### src/rtl/gcd_pkg.sv
// Shared definitions for the GCD/LCM datapath: state encoding and default widths.
package gcd_pkg;

  localparam int unsigned LCM_WIDTH = 8;
  localparam int unsigned CNT_W     = $clog2(LCM_WIDTH + 1);

  typedef enum logic [1:0] {
    IDLE = 2'd0,
    DIV  = 2'd1,
    MUL  = 2'd2,
    DONE = 2'd3
  } lcm_state_e;

endpackage

### src/rtl/lcm_restoring_div.sv
// Sequential restoring divider, one quotient bit per cycle, MSB first.
// The *_c outputs expose the result of the step executing this cycle.
module lcm_restoring_div #(
  parameter int unsigned WIDTH = 8
) (
  input  logic             clk,
  input  logic             rst,
  input  logic             start,
  input  logic [WIDTH-1:0] dividend,
  input  logic [WIDTH-1:0] divisor,
  output logic             busy,
  output logic             done_c,
  output logic [WIDTH-1:0] quotient_c,
  output logic [WIDTH-1:0] remainder_c
);

  localparam int unsigned CW = $clog2(WIDTH + 1);

  logic [WIDTH-1:0] dvd_q;
  logic [WIDTH-1:0] dvs_q;
  logic [WIDTH-1:0] rem_q;
  logic [WIDTH-1:0] quo_q;
  logic [CW-1:0]    cnt_q;
  logic [WIDTH:0]   rem_sh;
  logic             q_bit;

  // One restoring step: shift in next dividend bit, trial-subtract divisor.
  always_comb begin
    rem_sh      = {rem_q, dvd_q[WIDTH-1]};
    q_bit       = (rem_sh >= {1'b0, dvs_q});
    remainder_c = q_bit ? WIDTH'(rem_sh - {1'b0, dvs_q}) : WIDTH'(rem_sh);
    quotient_c  = {quo_q[WIDTH-2:0], q_bit};
    done_c      = busy && (cnt_q == CW'(WIDTH - 1));
  end

  always_ff @(posedge clk or posedge rst) begin
    if (rst) begin
      dvd_q <= '0;
      dvs_q <= '0;
      rem_q <= '0;
      quo_q <= '0;
      cnt_q <= '0;
      busy  <= 1'b0;
    end else if (start) begin
      dvd_q <= dividend;
      dvs_q <= divisor;
      rem_q <= '0;
      quo_q <= '0;
      cnt_q <= '0;
      busy  <= 1'b1;
    end else if (busy) begin
      dvd_q <= {dvd_q[WIDTH-2:0], 1'b0};
      rem_q <= remainder_c;
      quo_q <= quotient_c;
      cnt_q <= cnt_q + CW'(1);
      busy  <= !done_c;
    end
  end

endmodule

### src/rtl/lcm_calc.sv
// LCM = (A / GCD) * B using a sequential divider and a shift-add multiplier,
// with valid/ready handshakes and an error flag for an inconsistent GCD.
module lcm_calc
  import gcd_pkg::*;
#(
  parameter int unsigned WIDTH = LCM_WIDTH
) (
  input  logic               clk,
  input  logic               rst,
  input  logic               in_valid,
  output logic               in_ready,
  input  logic [WIDTH-1:0]   a_in,
  input  logic [WIDTH-1:0]   b_in,
  input  logic [WIDTH-1:0]   gcd_in,
  output logic               out_valid,
  input  logic               out_ready,
  output logic [2*WIDTH-1:0] lcm_out,
  output logic               div_err
);

  localparam int unsigned CW = $clog2(WIDTH + 1);
  localparam int unsigned RW = 2 * WIDTH;

  lcm_state_e state_q, state_d;

  logic [WIDTH-1:0] b_q;
  logic [WIDTH-1:0] mq_q;
  logic [RW-1:0]    bsh_q;
  logic [RW-1:0]    acc_q;
  logic [RW-1:0]    acc_nxt_c;
  logic [CW-1:0]    mcnt_q;

  logic             div_start_c;
  logic             div_busy;
  logic             div_done_c;
  logic [WIDTH-1:0] div_quot_c;
  logic [WIDTH-1:0] div_rem_c;

  logic             load_op;
  logic             mul_load;
  logic             mul_step;
  logic             res_we;
  logic [RW-1:0]    res_lcm;
  logic             res_err;

  lcm_restoring_div #(.WIDTH(WIDTH)) u_div (
    .clk         (clk),
    .rst         (rst),
    .start       (div_start_c),
    .dividend    (a_in),
    .divisor     (gcd_in),
    .busy        (div_busy),
    .done_c      (div_done_c),
    .quotient_c  (div_quot_c),
    .remainder_c (div_rem_c)
  );

  assign acc_nxt_c = acc_q + (mq_q[0] ? bsh_q : RW'(0));

  always_ff @(posedge clk or posedge rst) begin
    if (rst) state_q <= IDLE;
    else     state_q <= state_d;
  end

  // Next-state and datapath control; results are only produced on entry to DONE.
  always_comb begin
    state_d     = state_q;
    load_op     = 1'b0;
    div_start_c = 1'b0;
    mul_load    = 1'b0;
    mul_step    = 1'b0;
    res_we      = 1'b0;
    res_lcm     = '0;
    res_err     = 1'b0;
    unique case (state_q)
      IDLE: begin
        if (in_valid) begin
          load_op = 1'b1;
          if (gcd_in == '0) begin
            state_d = DONE;
            res_we  = 1'b1;
            res_err = 1'b1;
          end else begin
            div_start_c = 1'b1;
            state_d     = DIV;
          end
        end
      end
      DIV: begin
        if (div_busy && div_done_c) begin
          if (div_rem_c != '0) begin
            state_d = DONE;
            res_we  = 1'b1;
            res_err = 1'b1;
          end else begin
            state_d  = MUL;
            mul_load = 1'b1;
          end
        end
      end
      MUL: begin
        mul_step = 1'b1;
        if (mcnt_q == CW'(WIDTH - 1)) begin
          state_d = DONE;
          res_we  = 1'b1;
          res_lcm = acc_nxt_c;
        end
      end
      DONE: begin
        if (out_ready) state_d = IDLE;
      end
      default: state_d = IDLE;
    endcase
  end

  // Shift-add multiplier: quotient consumed LSB first, B shifted left each step.
  always_ff @(posedge clk or posedge rst) begin
    if (rst) begin
      b_q    <= '0;
      mq_q   <= '0;
      bsh_q  <= '0;
      acc_q  <= '0;
      mcnt_q <= '0;
    end else begin
      if (load_op) b_q <= b_in;
      if (mul_load) begin
        mq_q   <= div_quot_c;
        bsh_q  <= RW'(b_q);
        acc_q  <= '0;
        mcnt_q <= '0;
      end else if (mul_step) begin
        mq_q   <= mq_q >> 1;
        bsh_q  <= bsh_q << 1;
        acc_q  <= acc_nxt_c;
        mcnt_q <= mcnt_q + CW'(1);
      end
    end
  end

  always_ff @(posedge clk or posedge rst) begin
    if (rst) begin
      in_ready  <= 1'b1;
      out_valid <= 1'b0;
      lcm_out   <= '0;
      div_err   <= 1'b0;
    end else begin
      in_ready  <= (state_d == IDLE);
      out_valid <= (state_d == DONE);
      if (res_we) begin
        lcm_out <= res_lcm;
        div_err <= res_err;
      end
    end
  end

endmodule

### config.mk
export PLATFORM = sky130hd
export DESIGN_NAME = lcm_calc
export DESIGN_NICKNAME = d
export VERILOG_FILES = /design/src/rtl/gcd_pkg.sv /design/src/rtl/lcm_restoring_div.sv /design/src/rtl/lcm_calc.sv
export SDC_FILE = /design/constraint.sdc
export NUM_CORES = 1
export LEC_CHECK = 0
export ABC_AREA = 1
export CAP_MARGIN = 20
export CORE_MARGIN = 4
export CORE_UTILIZATION = 59
export DETAILED_ROUTE_END_ITERATION = 16
export PLACE_DENSITY = 0.89
export SYNTH_ARGS = -nofsm -noshare
export SYNTH_HDL_FRONTEND = slang
export SYNTH_SLANG_ARGS = --single-unit
### constraint.sdc
create_clock -name clk -period 4.5 [get_ports clk]
set_clock_uncertainty 0.15 [all_clocks]
set_input_delay 0.9 -clock clk [delete_from_list [all_inputs] [get_ports clk]]
set_output_delay 0.9 -clock clk [all_outputs]
set_load 0.005 [all_outputs]
### Word-level counts from Yosys, hierarchy flattened

Cells that the tools add are included.

* flip-flop bits (word level): 109
* output and inout port bits: 19
* input port bits: 28

* muxes and demuxes: 45
* $lt $le $gt $ge: 1
* reductions and logical operators: 9
* equal/unequal tests: 6
* add/subtract/negate cells: 4

Operator list (number)
* two-way mux 16 bit: 7
* two-way mux 8 bit: 7
* two-way mux 1 bit: 17
* adder 16 bit: 1
* two-way mux 4 bit: 4
* two-way mux 7 bit: 2
* two-way mux 2 bit: 5
* greater-or-equal comparator 9 x 8 -> 1 bit: 1
* adder 4 x 1 -> 4 bit, second input constant: 2
* == test 4 x 3 -> 1 bit, second input constant: 2
* zero test 8 bit: 1
* case mux 2 bit (4 select lines): 1
* nonzero test 8 bit: 1
* subtractor 8 bit: 1
* == test 2 bit, second input constant: 3
* zero test 2 bit: 2
* nonzero test 2 bit: 2
* case mux 1 bit (3 select lines): 1
* == test 2 x 1 -> 1 bit, second input constant: 1
* logical AND 1 bit: 2
* case mux 1 bit (2 select lines): 1
* zero test 1 bit: 1

### Logic depth before layout (Yosys ltp)

Gate-level depths: netlist of run 1.

* depth in word-level cells: 7
* mapped depth: 19

### Cells and area by module

A second synthesis of run 1 with hierarchy kept.

* cells, all modules: 781
* area total of the unflattened synthesis: 6149.6 µm²

By module, submodules not included
* lcm_calc: area an instance 4111.4 µm², cells each 531, sequential area each 1828.0 µm², times used 1
* lcm_restoring_div: area an instance 2038.2 µm², cells each 250, sequential area each 900.9 µm², times used 1

### Least setup slack after synthesis of run 1

Ideal clock, no wire load.

* kind: flip-flop to flip-flop
* start: reg mq_q[0]
* end: reg lcm_out[12]
* arrival: 2.232 ns
* setup slack: 1.998 ns
* setup time: 0.120 ns
* cell stages (with the launch flop): 15
* required time: 4.230 ns
* cells stage by stage: dfrtp_1 clkbuf_1 clkbuf_1 nand2_1 inv_1 ha_1 a21oi_1 o21ai_0 a21oi_1 o21ai_0 nand2_1 nand2_1 or2_2 nand3_1 nand2_1

* cells in the longest elaborated chain, start to end: 4

Ends and longest elaborated chain
* start, declared: RTL line lcm_calc.sv:27 `logic [WIDTH-1:0] mq_q;`
* start signal, assigned: RTL line lcm_calc.sv:127 `mq_q <= div_quot_c;`
* start signal, assigned: RTL line lcm_calc.sv:132 `mq_q <= mq_q >> 1;`
* two-way mux 16 bit: RTL line lcm_calc.sv:58 `assign acc_nxt_c = acc_q + (mq_q[0] ? bsh_q : RW'(0));`
* adder 16 bit: RTL line lcm_calc.sv:58
* two-way mux 16 bit: RTL line lcm_calc.sv:103 `if (mcnt_q == CW'(WIDTH - 1)) begin`
* two-way mux 16 bit: RTL line lcm_calc.sv:75 `unique case (state_q)`
* end signal, assigned: RTL line lcm_calc.sv:150 `lcm_out <= res_lcm;`
* end, declared: RTL line lcm_calc.sv:17 `output logic [2*WIDTH-1:0] lcm_out,`

Every way passes these cells.
A chain may end at the register's enable or synchronous reset.

### Worst setup path in the final report of run 1

* start: reg u_div.rem_q[3]
* end: reg mq_q[1]

* cells in the longest elaborated chain, start to end: 7

Ends and longest elaborated chain
* start, declared: RTL line lcm_restoring_div.sv:21 `logic [WIDTH-1:0] rem_q;`
* start signal, assigned: RTL line lcm_restoring_div.sv:53 `rem_q <= remainder_c;`
* subtractor 8 bit or greater-or-equal comparator 9 x 8 -> 1 bit (tied branches): RTL line lcm_restoring_div.sv:31, lcm_restoring_div.sv:30
* two-way mux 8 bit *: RTL line lcm_restoring_div.sv:31 `remainder_c = q_bit ? WIDTH'(rem_sh - {1'b0, dvs_q}) : WIDTH'(rem_sh);`
* nonzero test 8 bit *: RTL line lcm_calc.sv:91 `if (div_rem_c != '0) begin`
* two-way mux 1 bit *: RTL line lcm_calc.sv:91
* two-way mux 1 bit *: RTL line lcm_calc.sv:90 `if (div_busy && div_done_c) begin`
* two-way mux 1 bit *: RTL line lcm_calc.sv:75
* two-way mux 8 bit or nonzero test 2 bit (tied branches)

Every way passes the cells marked *; elsewhere a longest branch is shown, timed or not.

==> results of run 1 <==
-- critical path, cell delays in order (launching register included) --
cell      delay, ns
dfrtp_1        0.44
ha_1           0.38
nand2_1        0.12
nor2_2         0.15
inv_2          0.06
nor2_4         0.13
nor2_4         0.08
nand2_4        0.12
nand2_1        0.07
nand2_1        0.12
nand2_1        0.08
nor2_2         0.18
nand3_2        0.49
buf_4          0.44
nand3_1        0.10
o211ai_1       0.09
-- power by group through the flow --
| stage | logic, mW | clock network (mW) | registers [mW] |
|---|---|---|---|
| final | 1.77 | 0.601 | 1.49 |
| after global routing | 1.99 | 0.654 | 1.52 |
| after CTS | 1.75 | 0.608 | 1.48 |
| after detailed placement | 1.74 | 0 | 1.50 |
| after global placement | 1.64 | 0 | 1.48 |
| after floorplan | 1.24 | 0 | 1.44 |
-- layer usage --
metal,global-route usage (%),vias to the layer above,share of wire [%]
met5,0,-,0
met4,7.75,0,2.2
met3,4.42,36,5.2
met2,39.7,164,49
met1,32.1,2456,44
li1,-,2426,-
-- flip-flops by register name, summed over array words and instances (netlist names), 2 cells and up --
| register | flops |
|---|---|
| state_q | 2 |
| b_q | 8 |
| u_div.dvd_q | 8 |
| u_div.cnt_q | 4 |
| u_div.dvs_q | 8 |
| acc_q | 16 |
| bsh_q | 16 |
| u_div.quo_q | 7 |
| mq_q | 8 |
| mcnt_q | 4 |
| u_div.rem_q | 8 |
| lcm_out | 16 |
-- area by class of cell --
class	instances	area, sq um	share of cell area [%]
flip-flops and latches	109	2730	40.5
repair buffers	55	548	8.13
clock inverters	4	55.1	0.817
well taps	133	166	2.47
multi-input cells	493	2760	40.9
clock buffers	11	141	2.10
inverters	90	340	5.05
-- synthesized netlist by cell type, drive strengths merged --
library cell	number	area share, %
a211oi	1	0.13
nor2	28	2.3
o31ai	1	0.13
a31oi	2	0.21
o21a	1	0.13
o211ai	12	1.5
xnor2	7	1.0
o2111ai	1	0.15
a21o	1	0.13
nand4	19	2.0
fa	2	0.67
nand2	218	14
o22ai	11	1.2
dfstp	1	0.44
clkinv	1	0.063
mux2	7	1.3
xor2	6	0.88
nand3	77	8.3
nand3b	3	0.38
or2	6	0.63
nor4	1	0.11
buf	12	1.4
a21oi	24	2.0
clkbuf	15	0.94
dfrtp	108	45
o21ai	28	2.4
nor3	7	0.76
a21boi	1	0.13
ha	25	5.2
inv	89	5.6
o221ai	3	0.44
a22o	1	0.15
-- cells by family after synthesis --
group | after synthesis | share of synthesized area [%]
DFF | 109 | 45.8
xor gates and xnor gates | 13 | 1.91
AOI/OAI and AO/OA | 87 | 8.61
adders and majority gates | 27 | 5.92
and+or+nand+nor | 359 | 28.5
muxes | 7 | 1.32
buffers and inverters | 117 | 8.00
-- cell usage in the layout, fill, tap and decap left out, types with 4 or more instances in the layout --
cell             instances
xor2_1                   6
clkdlybuf4s50_1         46
mux2_2                   7
clkbuf_8                10
xnor2_1                  7
nor2_1                  21
nand4_1                 19
nor2_2                   4
dfrtp_1                108
nand2_1                215
nand3_2                 22
nand3_1                 55
inv_1                   85
nor3_1                   5
o211ai_1                12
ha_1                    25
o22ai_1                 11
or2_2                    6
buf_4                    8
o21ai_1                  6
o21ai_0                 22
a21oi_1                 24
-- final timing paths --
check | startpoint | to | slack, ns | cells past startpoint
max | u_div.rem_q[3]$_DFFE_PP0P_ | mq_q[1]$_DFFE_PP0P_ | 1.12 | 15
min | b_q[2]$_DFFE_PP0P_ | bsh_q[2]$_DFFE_PP0P_ | 0.34 | 2
max reg2reg | u_div.rem_q[3]$_DFFE_PP0P_ | mq_q[1]$_DFFE_PP0P_ | 1.12 | 15
min reg2reg | b_q[2]$_DFFE_PP0P_ | bsh_q[2]$_DFFE_PP0P_ | 0.34 | 2
max in group asynchronous | rst | bsh_q[10]$_DFFE_PP0P_ | 2.65 | 4
min in group asynchronous | rst | acc_q[12]$_DFFE_PP0P_ | 0.71 | 2
==> flow_summary.toml, run 1 <==
[place]
gp_congestion = 0.883
placement.setup.worst_slack_ns = 1.11
postPlaceCellArea_sq_um = 6510
hpwl_after_dpl_um = 9550
placed_cells = 879
place.port_buffers = 46

[global_routing]
grt_antenna_before_repair = 0
gr-usage-all-layers_pct = 24.0
global_route_wire_length_before_repair_um = 22600
gr-total-overflow = 0
grt_pass1_vias = 4899
grt_start_max_net_pins = 86

[worst_setup_path]
crit_path_start_kind = "flip-flop"
worstPathArrival_ns = 3.45
crit_type = "flip-flop to flip-flop"
worst-path-max-fanout = 30
critPathCaptureType = "flip-flop"
required_ns = 4.57

[clock_tree]
tritoncts_clock_tree = "done"
post_cts_buffers = 0
postCtsHoldBufs = 0
cts-buffers-inserted = 9
worstSkewPairLatency_ns = 0.37
clock_sink_count = 109
clock_tree.root_cell = "clkbuf_8"
max-clock-path-buffers = 2
cts_repair_resize_count = 0
count_of_h_tree_levels_built_during_cts = 3
clkTransAtPathRegs_ns = 0.10

[finish]
layout.cell_area.non_filler_sq_um = 6740
area_growth_syn_to_layout_pct = 13.0
finish.cell_count_without_fillers = 895
n_antenna_cell = 0
post_route_cells_drive_above_1_share_pct = 9.84
final.fill_count = 821
finalCoreUtilization_pct = 68.6
num-nets-final = 813

[timing]
hold_viol_final = 0
max_slew.worst_pin.slew_ns = 0.753
worst_slew_margin_rel_pct = 49.6
timing.final.crit_period_ns = 3.38
max_freq_mhz = 296
final_max_slew_viol_count = 0
layout_worst_path_cycle_share_pct = 75.0
final-setup-viol-count = 0
sum_neg_setup_slack_ns = 0
timing.hold.ws_ns = 0.336
rsz0062_at_grt = "false"
finalWorstSetupSlack_ns = 1.12

[logic_synthesis]
ffs_latches_synth = 109
synth-seq-area-share_pct = 45.8
postSynthAreaPerCell_sq_um = 8.29
netlist-cell-type-count = 42
syn-instance-count = 719
synth_warnings = 0
syn_nets = 774
netlist_area_sq_um = 5960

[routing]
vias_per_cell = 5.68
detail_route.drc_violations = 0
detailedRoute.firstIterationViolations = 369
drt-wirelength-per-cell_um = 14.9
totalWireLength_um = 13400
route.vias.total = 5082
drt_first_pass_iters = 4
drtAntennaViolNets = 0

[die]
io-pin-count = 47
rows = 36
die_height_um = 109
die_area_sq_um = 11800
initial_core_util_pct = 60.7
die_x_um = 109
core-area_sq_um = 9820

[hold_path]
holdCritPathClass = "flip-flop to flip-flop"

[pwr]
power_frac_clock_pct = 15.6
power.switching_mw = 1.59
design_power_total_mw = 3.86
power.switching_fraction_pct = 41.3
cellPowerDensity_nw_per_um2 = 573
total_leakage_power_nw = 3.53
seq_power_share_pct = 38.5
power_frac_comb_pct = 45.9
power_internal_mw = 2.27
worst_ir_drop_vdd_mv = 0.334

[outcome]
run_status = "complete, no violations"

[run]
cap_violations = 0
No activity file was read; power rests on OpenSTA's default activity.
==> inputs of run 2 (changes only) <==
clock period = 3.25 ns   (was 4.5 ns; I/O delays follow)
==> run 2 against run 1 <==
Critical path depth decreased by 3. Largest power group unchanged. Highest routed layer unchanged. Register-to-register slack got worse by 0.82 ns. Global-route usage decreased by 0.48 points. First-iteration DRC count decreased by 13%. Total power increased by 37%. Utilization increased by 0.18 points. Worst hold slack got worse by 0.0033 ns.
==> flow_summary.toml, run 2 (same netlist as run 1, synthesis figures left out) <==
[outcome]
run_status = "complete, no violations"

[worst_setup_path]
crit_type = "flip-flop to flip-flop"
worstPathCellList = "nand2_1 -> inv_1 -> ha_1 -> a21oi_1 -> nand2_1 -> a21boi_0 -> o21ai_0 -> nand3_1 -> nand2_1 -> or2_2 -> nand3_1 -> nand2_1"
reg2reg_from = "mq_q[0]$_DFFE_PP0P_"
worst-path-max-fanout = 17
worst-r2r-setup-slack_ns = 0.30
r2r_end = "lcm_out[15]$_DFFE_PP0P_"
slowest_stage = "dfrtp_1"
max_stage_delay_ns = 0.70
crit_path_start_kind = "flip-flop"
ff2ff_path_depth = 12
critPathCaptureType = "flip-flop"
required_ns = 3.37
worst_path_dominant_cell_family = "simple AND/OR/NAND/NOR gates"
crit_top_cell = "nand2_1"
critical_path.n_buffers_inverters = 1
worstPathArrival_ns = 3.07

[routing]
detailedRoute.firstIterationViolations = 320
detail_route.drc_violations = 0
drt-wirelength-per-cell_um = 14.5
drt_first_pass_iters = 5
vias_per_cell = 5.54
totalWireLength_um = 13000
route.vias.total = 4983
drtAntennaViolNets = 0

[clock_tree]
max-clock-path-buffers = 2
cts-buffers-inserted = 9
postCtsHoldBufs = 0
count_of_h_tree_levels_built_during_cts = 3
cts_repair_resize_count = 0
clock_tree.root_cell = "clkbuf_8"
clock_sink_count = 109
tritoncts_clock_tree = "done"
clkTransAtPathRegs_ns = 0.11
post_cts_buffers = 0
worstSkewPairLatency_ns = 0.39

[global_routing]
grt_pass1_vias = 4733
gr-total-overflow = 0
global_route_wire_length_before_repair_um = 22200
grt_start_max_net_pins = 59
gr-usage-all-layers_pct = 23.5
grt_antenna_before_repair = 0

[finish]
layout_commonest_cell = "nand2_1"
post_route_cells_drive_above_1_share_pct = 10.3
mostFrequentLayoutCells = "215 x nand2_1, 108 x dfrtp_1, 85 x inv_1"
reg.largest.list = "acc_q (16), bsh_q (16), lcm_out (16)"
n_antenna_cell = 0
final.fill_count = 808
num-nets-final = 816
finish.cell_count_without_fillers = 899
layout.cell_area.non_filler_sq_um = 6760
finalCoreUtilization_pct = 68.8
area_growth_syn_to_layout_pct = 13.3

[place]
gp_congestion = 0.906
placed_cells = 883
hpwl_after_dpl_um = 9670
placement.setup.worst_slack_ns = 0.363
postPlaceCellArea_sq_um = 6570
place.port_buffers = 46

[hold_path]
hold-path-cell-count = 2
min_delay_worst_endpoint = "bsh_q[2]$_DFFE_PP0P_"
worstHoldStart = "b_q[2]$_DFFE_PP0P_"
holdCritPathClass = "flip-flop to flip-flop"

[run]
cap_violations = 0

[timing]
hold_viol_final = 0
final_max_slew_viol_count = 0
finalWorstSetupSlack_ns = 0.305
timing.final.crit_period_ns = 2.95
max_slew.worst_pin.slew_ns = 0.602
max_freq_mhz = 340
layout_worst_path_cycle_share_pct = 90.6
worst_slew_margin_rel_pct = 59.8
rsz0062_at_grt = "false"
sum_neg_setup_slack_ns = 0
final-setup-viol-count = 0

[die]
die_x_um = 109
rows = 36
die_area_sq_um = 11800
initial_core_util_pct = 60.7
die_height_um = 109
core-area_sq_um = 9820
io-pin-count = 47

[pwr]
cellPowerDensity_nw_per_um2 = 781
worst_ir_drop_vdd_mv = 0.439
total_leakage_power_nw = 3.54
[run 2: cell count changes in the layout (fill, tap and decap cells not counted), sizes merged]
cell / before / now
bufinv: 1 / 0
clkinvlp: 1 / 2
clkinv: 1 / 3
buf: 9 / 12
inv: 91 / 90
[run 2: how the worst max path moves through the flow]
stage | cells after the start | startpoint | endpoint | slack [ns]
after floorplan | 14 | mq_q[0]$_DFFE_PP0P_ | lcm_out[12]$_DFFE_PP0P_ | 0.75
after global placement | 8 | gcd_in[2] | u_div.dvd_q[6]$_DFFE_PP0P_ | 0.51
after global routing | 12 | mq_q[0]$_DFFE_PP0P_ | lcm_out[15]$_DFFE_PP0P_ | 0.12
final | 12 | mq_q[0]$_DFFE_PP0P_ | lcm_out[15]$_DFFE_PP0P_ | 0.30
after detailed placement | 12 | mq_q[0]$_DFFE_PP0P_ | lcm_out[15]$_DFFE_PP0P_ | 0.36
after CTS | 12 | mq_q[0]$_DFFE_PP0P_ | lcm_out[15]$_DFFE_PP0P_ | 0.34
[run 2: where the power goes]
| part | switching [mW] | internal, mW | total (mW) |
|---|---|---|---|
| combinational | 1.46 | 0.988 | 2.45 |
| sequential | 0.262 | 1.78 | 2.04 |
| clock | 0.470 | 0.311 | 0.781 |
| total | 2.19 | 3.08 | 5.27 |
[run 2: layer usage]
metal / track usage, % / vias up / routed length (um)
met2: 38.0 / 135 / 6330
li1: - / 2428 / -
met4: 6.49 / 0 / 204
met3: 5.01 / 21 / 725
met5: 0 / - / 0
met1: 32.3 / 2399 / 5740
[run 2: worst register-to-register path: cells and delay by family, from the launching register on]
family          cells  cell delay, ns
compound gates      3            0.78
fa+ha+maj           1            0.28
buf+inv             1            0.10
flops               1            0.70
simple gates        7            0.83
[run 2: cell type report]
| cell class | instances | area (sq um) | area share (%) |
|---|---|---|---|
| clock buffer | 11 | 141 | 2.09 |
| clock inverter | 5 | 43.8 | 0.648 |
| inverter | 90 | 342 | 5.06 |
| multi-input combinational | 493 | 2760 | 40.8 |
| sequential | 109 | 2730 | 40.4 |
| tap | 133 | 166 | 2.46 |
| timing repair buffer | 58 | 576 | 8.52 |
[run 2: metrics by stage]
step | total power [mW] | hold WS (ns)
CTS | 5.27 | 0.339
detailed placement | 4.49 | 0.314
global placement | 4.36 | 0.311
floorplan | 3.71 | 0.294
global route | 5.71 | 0.361
finish | 5.27 | 0.332
==> inputs of run 3 (changes only) <==
PLACE_DENSITY = unset   (was 0.89)
PLACE_DENSITY_LB_ADDON = 0.15   (was unset)
TNS_END_PERCENT = 30   (was unset)
==> run 3 against run 2 <==
Global-route usage up 0.27 points. Via count down 1.5%. First-iteration DRC count down 0.94%. Highest routed layer unchanged. Sequential cell count unchanged.
==> flow_summary.toml, run 3 (same netlist as run 1, synthesis figures left out) <==
[timing]
layout_worst_path_cycle_share_pct = 87.8
sum_neg_setup_slack_ns = 0
rsz0062_at_grt = "false"
final-setup-viol-count = 0
hold_viol_final = 0
final_max_slew_viol_count = 0
worst_slew_margin_rel_pct = 51.6
timing.hold.ws_ns = 0.337
max_freq_mhz = 351
timing.final.crit_period_ns = 2.85
max_slew.worst_pin.slew_ns = 0.725

[finish]
layout.cell_area.non_filler_sq_um = 6790
post_route_cells_drive_above_1_share_pct = 10.3
final-seq-area_sq_um = 2730
area_growth_syn_to_layout_pct = 14.0
finalCoreUtilization_pct = 69.2
multi_input_area_sq_um = 2760
n_antenna_cell = 0
final.fill_count = 807
num-nets-final = 816
reg.largest.list = "acc_q (16), bsh_q (16), lcm_out (16)"
layout_commonest_cell = "nand2_1"
mostFrequentLayoutCells = "215 x nand2_1, 108 x dfrtp_1, 85 x inv_1"

[die]
core-area_sq_um = 9820
die_area_sq_um = 11800
die_height_um = 109
die_x_um = 109
rows = 36
initial_core_util_pct = 60.7
io-pin-count = 47

[pwr]
worst_ir_drop_vdd_mv = 0.422
seq_power_share_pct = 38.1
total_leakage_power_nw = 3.55
cellPowerDensity_nw_per_um2 = 783
power.switching_fraction_pct = 40.9
power_frac_clock_pct = 15.6
power_internal_mw = 3.14
power_frac_comb_pct = 46.2
power.switching_mw = 2.18
design_power_total_mw = 5.32

[global_routing]
gr-total-overflow = 0
grt_pass1_vias = 4705
global_route_wire_length_before_repair_um = 22200
grt_start_max_net_pins = 59
gr-usage-all-layers_pct = 23.8
grt_antenna_before_repair = 0

[place]
postPlaceCellArea_sq_um = 6600
hpwl_after_dpl_um = 9450
gp_congestion = 0.924
place.port_buffers = 46

[routing]
vias_per_cell = 5.46
detailedRoute.firstIterationViolations = 317
detail_route.drc_violations = 0
drt-wirelength-per-cell_um = 14.3
drtAntennaViolNets = 0
route.vias.total = 4909
drt_first_pass_iters = 5
totalWireLength_um = 12900

[clock_tree]
worstSkewPairLatency_ns = 0.38
postCtsHoldBufs = 0
clock_sink_count = 109
cts_repair_resize_count = 0
clock_tree.root_cell = "clkbuf_8"
clkTransAtPathRegs_ns = 0.10
count_of_h_tree_levels_built_during_cts = 3
tritoncts_clock_tree = "done"
max-clock-path-buffers = 2
post_cts_buffers = 0
cts-buffers-inserted = 9

[run]
cap_violations = 0

[worst_setup_path]
crit_path_start_kind = "flip-flop"
critPathCaptureType = "flip-flop"
crit_type = "flip-flop to flip-flop"
required_ns = 3.38
worstPathArrival_ns = 2.98
worst-path-max-fanout = 17

[hold_path]
holdCritPathClass = "flip-flop to flip-flop"

[outcome]
run_status = "complete, no violations"
## run 3: cell count changes in the layout (fill, tap and decap cells not counted), sizes merged
| cell | before | now |
|---|---|---|
| bufinv | 0 | 1 |
| clkbuf | 11 | 10 |
| clkinv | 3 | 2 |
| clkinvlp | 2 | 3 |
## run 3: power groups by stage
| stage | combinational (mW) | clock [mW] | sequential (mW) |
|---|---|---|---|
| 2_1_floorplan | 1.71 | 0 | 2.00 |
| 3_3_place_gp | 2.36 | 0 | 2.03 |
| 3_5_place_dp | 2.44 | 0 | 2.06 |
| 4_1_cts | 2.46 | 0.858 | 2.03 |
| 5_1_grt | 2.75 | 0.915 | 2.08 |
| 6_report | 2.46 | 0.832 | 2.03 |
## run 3: final cells by class
type                       count  share of cell area, %
sequential                   109                   40.2
inverter                      90                   5.03
tap                          133                   2.45
clock inverter                 6                   1.05
multi-input combinational    493                   40.6
clock buffer                  10                   1.88
timing repair buffer          58                   8.84
## run 3: path summary, 6_finish.rpt
kind,cells after the start,endpoint,from,slack (ns)
min in group asynchronous,2,lcm_out[2]$_DFFE_PP0P_,rst,0.59
setup / recovery,13,acc_q[12]$_DFFE_PP0P_,mq_q[0]$_DFFE_PP0P_,0.40
hold / removal,2,bsh_q[3]$_DFFE_PP0P_,b_q[3]$_DFFE_PP0P_,0.34
setup reg to reg,13,acc_q[12]$_DFFE_PP0P_,mq_q[0]$_DFFE_PP0P_,0.40
max in group asynchronous,3,in_ready$_DFF_PP1_,rst,1.71
hold reg to reg,2,bsh_q[3]$_DFFE_PP0P_,b_q[3]$_DFFE_PP0P_,0.34
## run 3: critical path, cell delays in order, from the launching register on
cell     delay [ns]
dfrtp_1        0.57
nand2_1        0.16
inv_1          0.05
ha_1           0.21
fa_1           0.41
nand3_1        0.09
nand2_1        0.10
a21oi_1        0.24
o21ai_0        0.17
nand2_1        0.12
nand2_1        0.07
or2_2          0.29
nand3_1        0.08
nand2_1        0.06
## run 3: metrics by stage
stage / setup WS, ns / cells
floorplan: 0.748 / 719
global placement: 0.436 / 883
detailed placement: 0.257 / 883
CTS: 0.387 / 899
global route: 0.0914 / 899
finish: 0.397 / 899
## run 3: metal layers
metal / track usage, % / share of wire [%] / up-vias / wire, um
li1: - / - / 2439 / -
met1: 35.1 / 48 / 2345 / 6230
met2: 36.7 / 45 / 104 / 5830
met3: 3.64 / 4.6 / 21 / 593
met4: 6.67 / 1.6 / 0 / 203
met5: 0 / 0 / - / 0
